**src/rtl/multicycle_control.sv**
```systemverilog
// ---------------------------------------------------------------------------
// multicycle_control
//
// Control FSM for a five-stage multicycle RISC-V-style datapath. It sequences
// FETCH -> DECODE -> EXECUTE -> (MEMORY) -> (WRITEBACK) for five instruction
// classes, handshakes with memory through mem_ready_i, and parks in a sticky
// ERROR state on a memory timeout or an illegal opcode.
//
// Ports
//   clock_i         single clock, rising edge
//   reset_i         synchronous, active-high reset
//   start_i         run instructions while high (sampled in IDLE / at end)
//   opcode_i[6:0]   instr[6:0], looked at in DECODE only
//   mem_ready_i     memory handshake, meaningful in FETCH / MEMORY only
//   mem_read_o, mem_write_o, ir_write_o, pc_write_o   memory / IR / PC strobes
//   alu_src_o       ALU operand B: 0 = register 2, 1 = immediate
//   mem_to_reg_o    write-back mux: 0 = ALU result, 1 = read data
//   reg_write_o, branch_o                register write / branch compare
//   alu_op_o[1:0]   00 add, 01 subtract-compare, 10 funct-decoded
//   state_o[2:0]    current state code
//   instr_done_o    one-cycle completion pulse
//   error_o         sticky fault flag
// ---------------------------------------------------------------------------
module multicycle_control #(
  parameter int unsigned MEM_TIMEOUT = 15  // 1..255
) (
  input  logic       clock_i,
  input  logic       reset_i,
  input  logic       start_i,
  input  logic [6:0] opcode_i,
  input  logic       mem_ready_i,
  output logic       mem_read_o,
  output logic       mem_write_o,
  output logic       ir_write_o,
  output logic       pc_write_o,
  output logic       alu_src_o,
  output logic       mem_to_reg_o,
  output logic       reg_write_o,
  output logic       branch_o,
  output logic [1:0] alu_op_o,
  output logic [2:0] state_o,
  output logic       instr_done_o,
  output logic       error_o
);

  typedef enum logic [2:0] {
    S_IDLE      = 3'd0,
    S_FETCH     = 3'd1,
    S_DECODE    = 3'd2,
    S_EXECUTE   = 3'd3,
    S_MEMORY    = 3'd4,
    S_WRITEBACK = 3'd5,
    S_ERROR     = 3'd6,
    S_INVALID   = 3'd7
  } state_e;

  typedef enum logic [2:0] {
    CLS_R, CLS_I, CLS_LOAD, CLS_STORE, CLS_BRANCH
  } cls_e;

  localparam logic [6:0] OP_R      = 7'b0110011;
  localparam logic [6:0] OP_I      = 7'b0010011;
  localparam logic [6:0] OP_LOAD   = 7'b0000011;
  localparam logic [6:0] OP_STORE  = 7'b0100011;
  localparam logic [6:0] OP_BRANCH = 7'b1100011;

  localparam logic [7:0] TIMEOUT_CNT = 8'(MEM_TIMEOUT);

  state_e     state_q, state_d;
  cls_e       cls_q, cls_d;
  logic [7:0] wait_q, wait_d;

  cls_e       op_cls;
  logic       op_legal;
  logic [7:0] wait_inc;
  logic       timed_out;
  state_e     next_instr;

  // Opcode classification, only consumed in DECODE.
  always_comb begin
    // NOTE: every signal written in a combinational block gets a default
    // first, so no path through the case leaves it unassigned (no latch).
    op_legal = 1'b1;
    op_cls   = CLS_R;
    case (opcode_i)
      OP_R:      op_cls = CLS_R;
      OP_I:      op_cls = CLS_I;
      OP_LOAD:   op_cls = CLS_LOAD;
      OP_STORE:  op_cls = CLS_STORE;
      OP_BRANCH: op_cls = CLS_BRANCH;
      default:   op_legal = 1'b0;
    endcase
  end

  // wait_inc is the number of not-ready cycles including this one; reaching
  // MEM_TIMEOUT without mem_ready means the access gave up. A ready in that
  // same cycle still completes, because the ready branch is tested first.
  assign wait_inc   = wait_q + 8'd1;
  assign timed_out  = !mem_ready_i && (wait_inc == TIMEOUT_CNT);
  assign next_instr = start_i ? S_FETCH : S_IDLE;

  // Next-state logic. The counter falls back to zero in every cycle that is
  // not a stalled wait, so it is always clear on entry to FETCH / MEMORY.
  always_comb begin
    state_d = state_q;
    cls_d   = cls_q;
    wait_d  = '0;
    case (state_q)
      S_IDLE:   if (start_i) state_d = S_FETCH;
      S_FETCH: begin
        if (mem_ready_i)    state_d = S_DECODE;
        else if (timed_out) state_d = S_ERROR;
        else                wait_d  = wait_inc;
      end
      S_DECODE: begin
        if (op_legal) begin
          state_d = S_EXECUTE;
          cls_d   = op_cls;
        end else begin
          state_d = S_ERROR;
        end
      end
      S_EXECUTE: begin
        case (cls_q)
          CLS_BRANCH:          state_d = next_instr;
          CLS_LOAD, CLS_STORE: state_d = S_MEMORY;
          default:             state_d = S_WRITEBACK;
        endcase
      end
      S_MEMORY: begin
        if (mem_ready_i)    state_d = (cls_q == CLS_LOAD) ? S_WRITEBACK : next_instr;
        else if (timed_out) state_d = S_ERROR;
        else                wait_d  = wait_inc;
      end
      S_WRITEBACK: state_d = next_instr;
      S_ERROR:     state_d = S_ERROR;
      default:     state_d = S_ERROR;  // unused code 7
    endcase
  end

  always_ff @(posedge clock_i) begin
    // NOTE: state registers use non-blocking assignments so every register
    // samples the values from before this edge, independent of ordering.
    if (reset_i) begin
      state_q <= S_IDLE;
      cls_q   <= CLS_R;
      wait_q  <= '0;
    end else begin
      state_q <= state_d;
      cls_q   <= cls_d;
      wait_q  <= wait_d;
    end
  end

  // Output decode from state, latched class and mem_ready only. pc_write and
  // the STORE completion pulse must fire in the handshake cycle itself, so
  // these outputs are decoded rather than registered.
  always_comb begin
    mem_read_o   = 1'b0;
    mem_write_o  = 1'b0;
    ir_write_o   = 1'b0;
    pc_write_o   = 1'b0;
    alu_src_o    = 1'b0;
    mem_to_reg_o = 1'b0;
    reg_write_o  = 1'b0;
    branch_o     = 1'b0;
    alu_op_o     = 2'b00;
    instr_done_o = 1'b0;
    error_o      = 1'b0;
    case (state_q)
      S_FETCH: begin
        mem_read_o = 1'b1;
        ir_write_o = 1'b1;
        pc_write_o = mem_ready_i;
      end
      S_EXECUTE: begin
        case (cls_q)
          CLS_R:      alu_op_o = 2'b10;
          CLS_I: begin
            alu_src_o = 1'b1;
            alu_op_o  = 2'b10;
          end
          CLS_LOAD, CLS_STORE: alu_src_o = 1'b1;
          CLS_BRANCH: begin
            alu_op_o     = 2'b01;
            branch_o     = 1'b1;
            instr_done_o = 1'b1;
          end
          default: ;
        endcase
      end
      S_MEMORY: begin
        alu_src_o = 1'b1;
        if (cls_q == CLS_LOAD) begin
          mem_read_o = 1'b1;
        end else begin
          mem_write_o  = 1'b1;
          instr_done_o = mem_ready_i;
        end
      end
      S_WRITEBACK: begin
        reg_write_o  = 1'b1;
        mem_to_reg_o = (cls_q == CLS_LOAD);
        instr_done_o = 1'b1;
      end
      S_ERROR: error_o = 1'b1;
      default: ;
    endcase
  end

  assign state_o = state_q;

endmodule

```
**config.mk**
```make
export PLATFORM = sky130hd
export DESIGN_NAME = multicycle_control
export DESIGN_NICKNAME = d
export VERILOG_FILES = /design/src/rtl/multicycle_control.sv
export SDC_FILE = /design/constraint.sdc
export NUM_CORES = 1
export LEC_CHECK = 0
export ABC_AREA = 1
export BUFFER_PORTS_ARGS = -buffer_cell sky130_fd_sc_hd__buf_2
export CORE_MARGIN = 3
export CORE_UTILIZATION = 45
export CTS_CLUSTER_SIZE = 20
export DETAILED_ROUTE_END_ITERATION = 16
export GPL_TIMING_DRIVEN = 0
export PLACE_DENSITY = 0.71
export SLEW_MARGIN = 20
export SYNTH_ARGS = -nofsm -noshare
export SYNTH_HDL_FRONTEND = slang
export SYNTH_SLANG_ARGS = --single-unit
```
**constraint.sdc**
```tcl
create_clock -name clock_i -period 3.6 [get_ports clock_i]
set_clock_uncertainty 0.05 [all_clocks]
set_input_delay 0.54 -clock clock_i [delete_from_list [all_inputs] [get_ports clock_i]]
set_output_delay 0.54 -clock clock_i [all_outputs]
set_load 0.05 [all_outputs]
```
Word level (Yosys, flattened, before mapping)
Cells that the tools add are included.
- bits in registers: 14
- input bits: 11
- output and inout port bits: 15
- logic and storage cells: 61
- $add $sub $neg: 1
- eq/ne operators: 17
- multiplexer cells: 28
- bitwise operators: 1
- reduce and logical (&&, ||, !) cells: 11
- operators by type and width (kind ; count):
    $mux W3 ; 6
    $pmux W3 S6 ; 1
    $eq A7 B6 Y1 const B ; 2
    $mux W1 ; 14
    $eq A3 B2 Y1 const B ; 4
    $eq A3 B3 Y1 const B ; 4
    $pmux W3 S4 ; 1
    $add A8 B1 Y8 const B ; 1
    $eq A8 B4 Y1 const B ; 1
    $eq A7 B2 Y1 const B ; 1
    $eq A7 B5 Y1 const B ; 1
    $eq A7 B7 Y1 const B ; 1
    $eq A3 B1 Y1 const B ; 2
    $logic_not A3 Y1 ; 2
    $pmux W3 S2 ; 1
    $reduce_or A2 Y1 ; 3
    $reduce_or A5 Y1 ; 1
    $pmux W1 S2 ; 2
    $pmux W2 S2 ; 1
    $reduce_or A4 Y1 ; 1
    $pmux W1 S3 ; 1
    $reduce_or A3 Y1 ; 1
    $mux W2 ; 1
    $ne A2 B2 Y1 const B ; 1
    4 further kinds ; 4

Depth between registers and ports, before layout
- word-level depth: 6
- gate-level depth with buffers: 11
- mapped depth without buffers: 11

Worst setup path after synthesis
No wires, ideal clock.
- kind: reg-to-output
- start: reg state_q[0] (netlist: state_o[0])
- end: out instr_done_o
- data arrival time: 2.621 ns
- required time: 3.010 ns
- path slack: 0.389 ns
- cell stages (with the launch flop): 7
- buffers on the path: 0
- path through: dfxtp_1 -> inv_1 -> nor3_1 -> inv_1 -> nor2_1 -> nor2_1 -> o21ai_0
- word-level cells in the longest chain between the ends: 2
- elaborated cells between the ends (all ways): 4
- those cells by class: eq/ne (3); mux (1)
- ends and longest elaborated chain (element ; RTL line ; text):
    from (decl) ; 69 ; state_e state_q, state_d;
    from (signal assigned) ; 149 ; state_q <= state_d;
    $eq A3 B3 Y1 or $eq A3 B2 Y1 (tied branches) ; 170 ; case (state_q)
    $pmux W1 S3 * ; 170 ;
    to (decl) ; 42 ; output logic instr_done_o,
Every way passes the cells marked *; elsewhere a longest branch is shown, timed or not.

Worst setup path in the final report
Ends and elaborated chain as after synthesis.

==> results by group <==
Timing
  • RSZ-0062 raised after global routing: no
  • Final Hold Viols: 0
  • Worst-margin pin slew: 600 ps
  • Fmax: 0.401 GHz
  • Setup_tns: 0 ps
  • Final worst slack: 1110 ps
  • Rel. slew slack: 59.7%
  • Final setup violation count: 0
  • Fin crit share: 69.2%
  • Post-layout minimum cycle time: 2490 ps
  • Final max-slew violation count: 0
  • Worst Hold Slack: 425 ps

Yosys
  • Synth unique cells: 22
  • Avg Cell Area, Syn: 6.07 sq um
  • Synthesized Nets: 160
  • Mapped cell area: 892 sq um
  • Post-synth EDFFs: 0
  • Synth warn: 0
  • Post-synth top flop: dfxtp_1
  • Yosys reg bits: 14
  • Register area share after synthesis: 31.4%
  • Cells after synthesis: 147
  • Asr flop ratio synth: 0%

Setup path
  • Worst EP arrival: 1900 ps
  • Critical Path RT: 3010 ps
  • CP Cell Sequence: inv_1, nor3_1, inv_1, nor2_1, nor2_1, o21ai_0, buf_2
  • CP Max Fanout: 6
  • Slowest-stage cell, CP: dfxtp_1
  • CP Capture Type: output pin
  • Critical path class: reg2out
  • Worst Setup Start Kind: flip-flop
  • CP peak stage delay: 440 ps

Power and ir drop
  • Max IR drop VDD: 224 uV
  • Leak: 0.491 nW
  • Logic gate share of total power: 37.1%
  • Sw Ratio: 43.1%
  • Seq pwr share: 37.5%
  • Power per cell area: 431 nW/um^2
  • Total power: 0.468 mW
  • Psw: 0.202 mW
  • Clock share of power: 25.4%
  • Pint: 0.266 mW

Global route
  • GR Util All Layers: 18.9%
  • Pin count of the biggest net entering global routing: 9
  • Total grt overflow: 0
  • Vias in the first global route: 887
  • First-pass GRT wire length: 3690 microns
  • Initial antenna violation count: 0

Layout
  • Layout fillers: 193
  • Final net count: 190
  • Register Area: 280 sq um
  • Most common cell after layout, fill and taps aside: nand2_1
  • Layout cells sized above 1: 19.9%
  • Post-route cell area: 1080 sq um
  • Area Overhead vs Synth: 21.6%
  • Ant diodes: 0
  • Multi-input logic area: 526 sq um
  • Commonest cells after routing, fill and taps aside: nand2_1 (41), buf_2 (25), nor2_1 (22)

Floorplanning
  • Initial Utilization: 49.5%
  • Die ar.: 2550 sq um
  • Die height: 50.5 microns
  • Die W: 50.5 microns
  • Top-level port count: 26
  • Row count: 15
  • Core footprint: 1800 sq um

Clock network
  • Setup Fix Bufs, Post-CTS: 0
  • Clock buffer depth: 2
  • Worst skew pair latency: 290 ps
  • CTS tree: yes
  • CTS H-tree depth: 1
  • Post-CTS resize count: 0
  • Root Buffer: clkbuf_4
  • Clk pin slew, worst setup/hold paths: 90 ps
  • Clock net sink count: 14
  • CTS Buf Count: 3
  • Hold_buf cts: 0

Place
  • IO Port Bufs: 25
  • Final GP Congestion: 0.941
  • DP Wirelength: 1700 microns
  • Dpl ws: 1460 ps
  • Post-DP Area: 1050 sq um

Routing
  • Drt drc: 0
  • Average wire per standard cell: 10.4 microns
  • Final WL: 2080 microns
  • Vias: 1013
  • Vias per std cell: 5.04
  • DR iter-0 viols: 25
  • Final antenna-violating net count: 0
  • Pre-antenna DRT Iters: 4

Job
  • Maxcap violations: 0

Hold path
  • Hold Path Class: in2reg

Outcome
  • Status: completed
flip-flops by register name (all words and copies together) (netlist names):
name / count
state_o: 3
cls_q: 3
wait_q: 8
synth_stat cells, types with 2 or more instances:
library cell	instances	share of area, %
nand4_1	2	1.4
nand2_1	41	17
ha_1	2	2.8
nor3_1	4	2.2
nand3_1	14	7.9
a21oi_1	11	6.2
nor2_1	22	9.3
nor2_2	2	1.4
o21ai_0	3	1.7
dfxtp_1	14	31
inv_1	21	8.8
metal layers:
| layer | up-vias | part of all wire, % | track usage (%) |
|---|---|---|---|
| li1 | 530 | - | - |
| met1 | 450 | 46 | 24.8 |
| met2 | 31 | 48 | 30.4 |
| met3 | 2 | 4.7 | 3.56 |
| met4 | 0 | 1.3 | 7.17 |
| met5 | - | 0 | 0 |
power by group through the flow:
stage / sequential (mW) / clock (mW) / combinational [mW]
after floorplan: 0.200 / 0 / 0.111
after global placement: 0.178 / 0 / 0.172
after detailed placement: 0.179 / 0 / 0.174
after CTS: 0.176 / 0.122 / 0.174
after global routing: 0.177 / 0.129 / 0.189
final: 0.175 / 0.119 / 0.174
cell type report:
class,count,share of cell area (%)
timing repair buffer,25,11.5
inverter,21,7.27
clock buffer,4,3.34
sequential,14,25.8
tap,25,2.88
multi-input combinational,111,48.4
buffer,1,0.692
worst paths after layout:
check / slack (ps) / from / to / depth (start not counted)
max: 1110 / state_o[0] / instr_done_o / 7
min: 420 / reset_i / state_o[1] / 2
max reg2reg: 1990 / wait_q[0] / state_o[1] / 9
min reg2reg: 440 / wait_q[0] / wait_q[0] / 1
stage by stage:
| step | utilization, % | cells |
|---|---|---|
| after floorplan | - | 147 |
| after detailed placement | 58.2 | 197 |
| after global placement | 58.2 | 197 |
| after CTS | 60.2 | 201 |
| final | 60.2 | 201 |
| after global routing | 60.2 | 201 |
cell families after synthesis:
| kind of cell | Yosys count | share of synthesized area, % |
|---|---|---|
| xor+xnor | 1 | 0.982 |
| fa+ha+maj | 2 | 2.80 |
| buf+inv | 22 | 9.68 |
| flops | 14 | 31.4 |
| compound gates | 20 | 12.6 |
| simple gates | 88 | 42.5 |
critical path, delay by kind of cell, from the launching register on:
kind                   cells  cell delay (ps)
AND/OR/NAND/NOR            3              550
buffers and inverters      3              560
flip-flops                 1              440
AO/OA/AOI/OAI              1               70
Power figures use the tool's default switching activity.
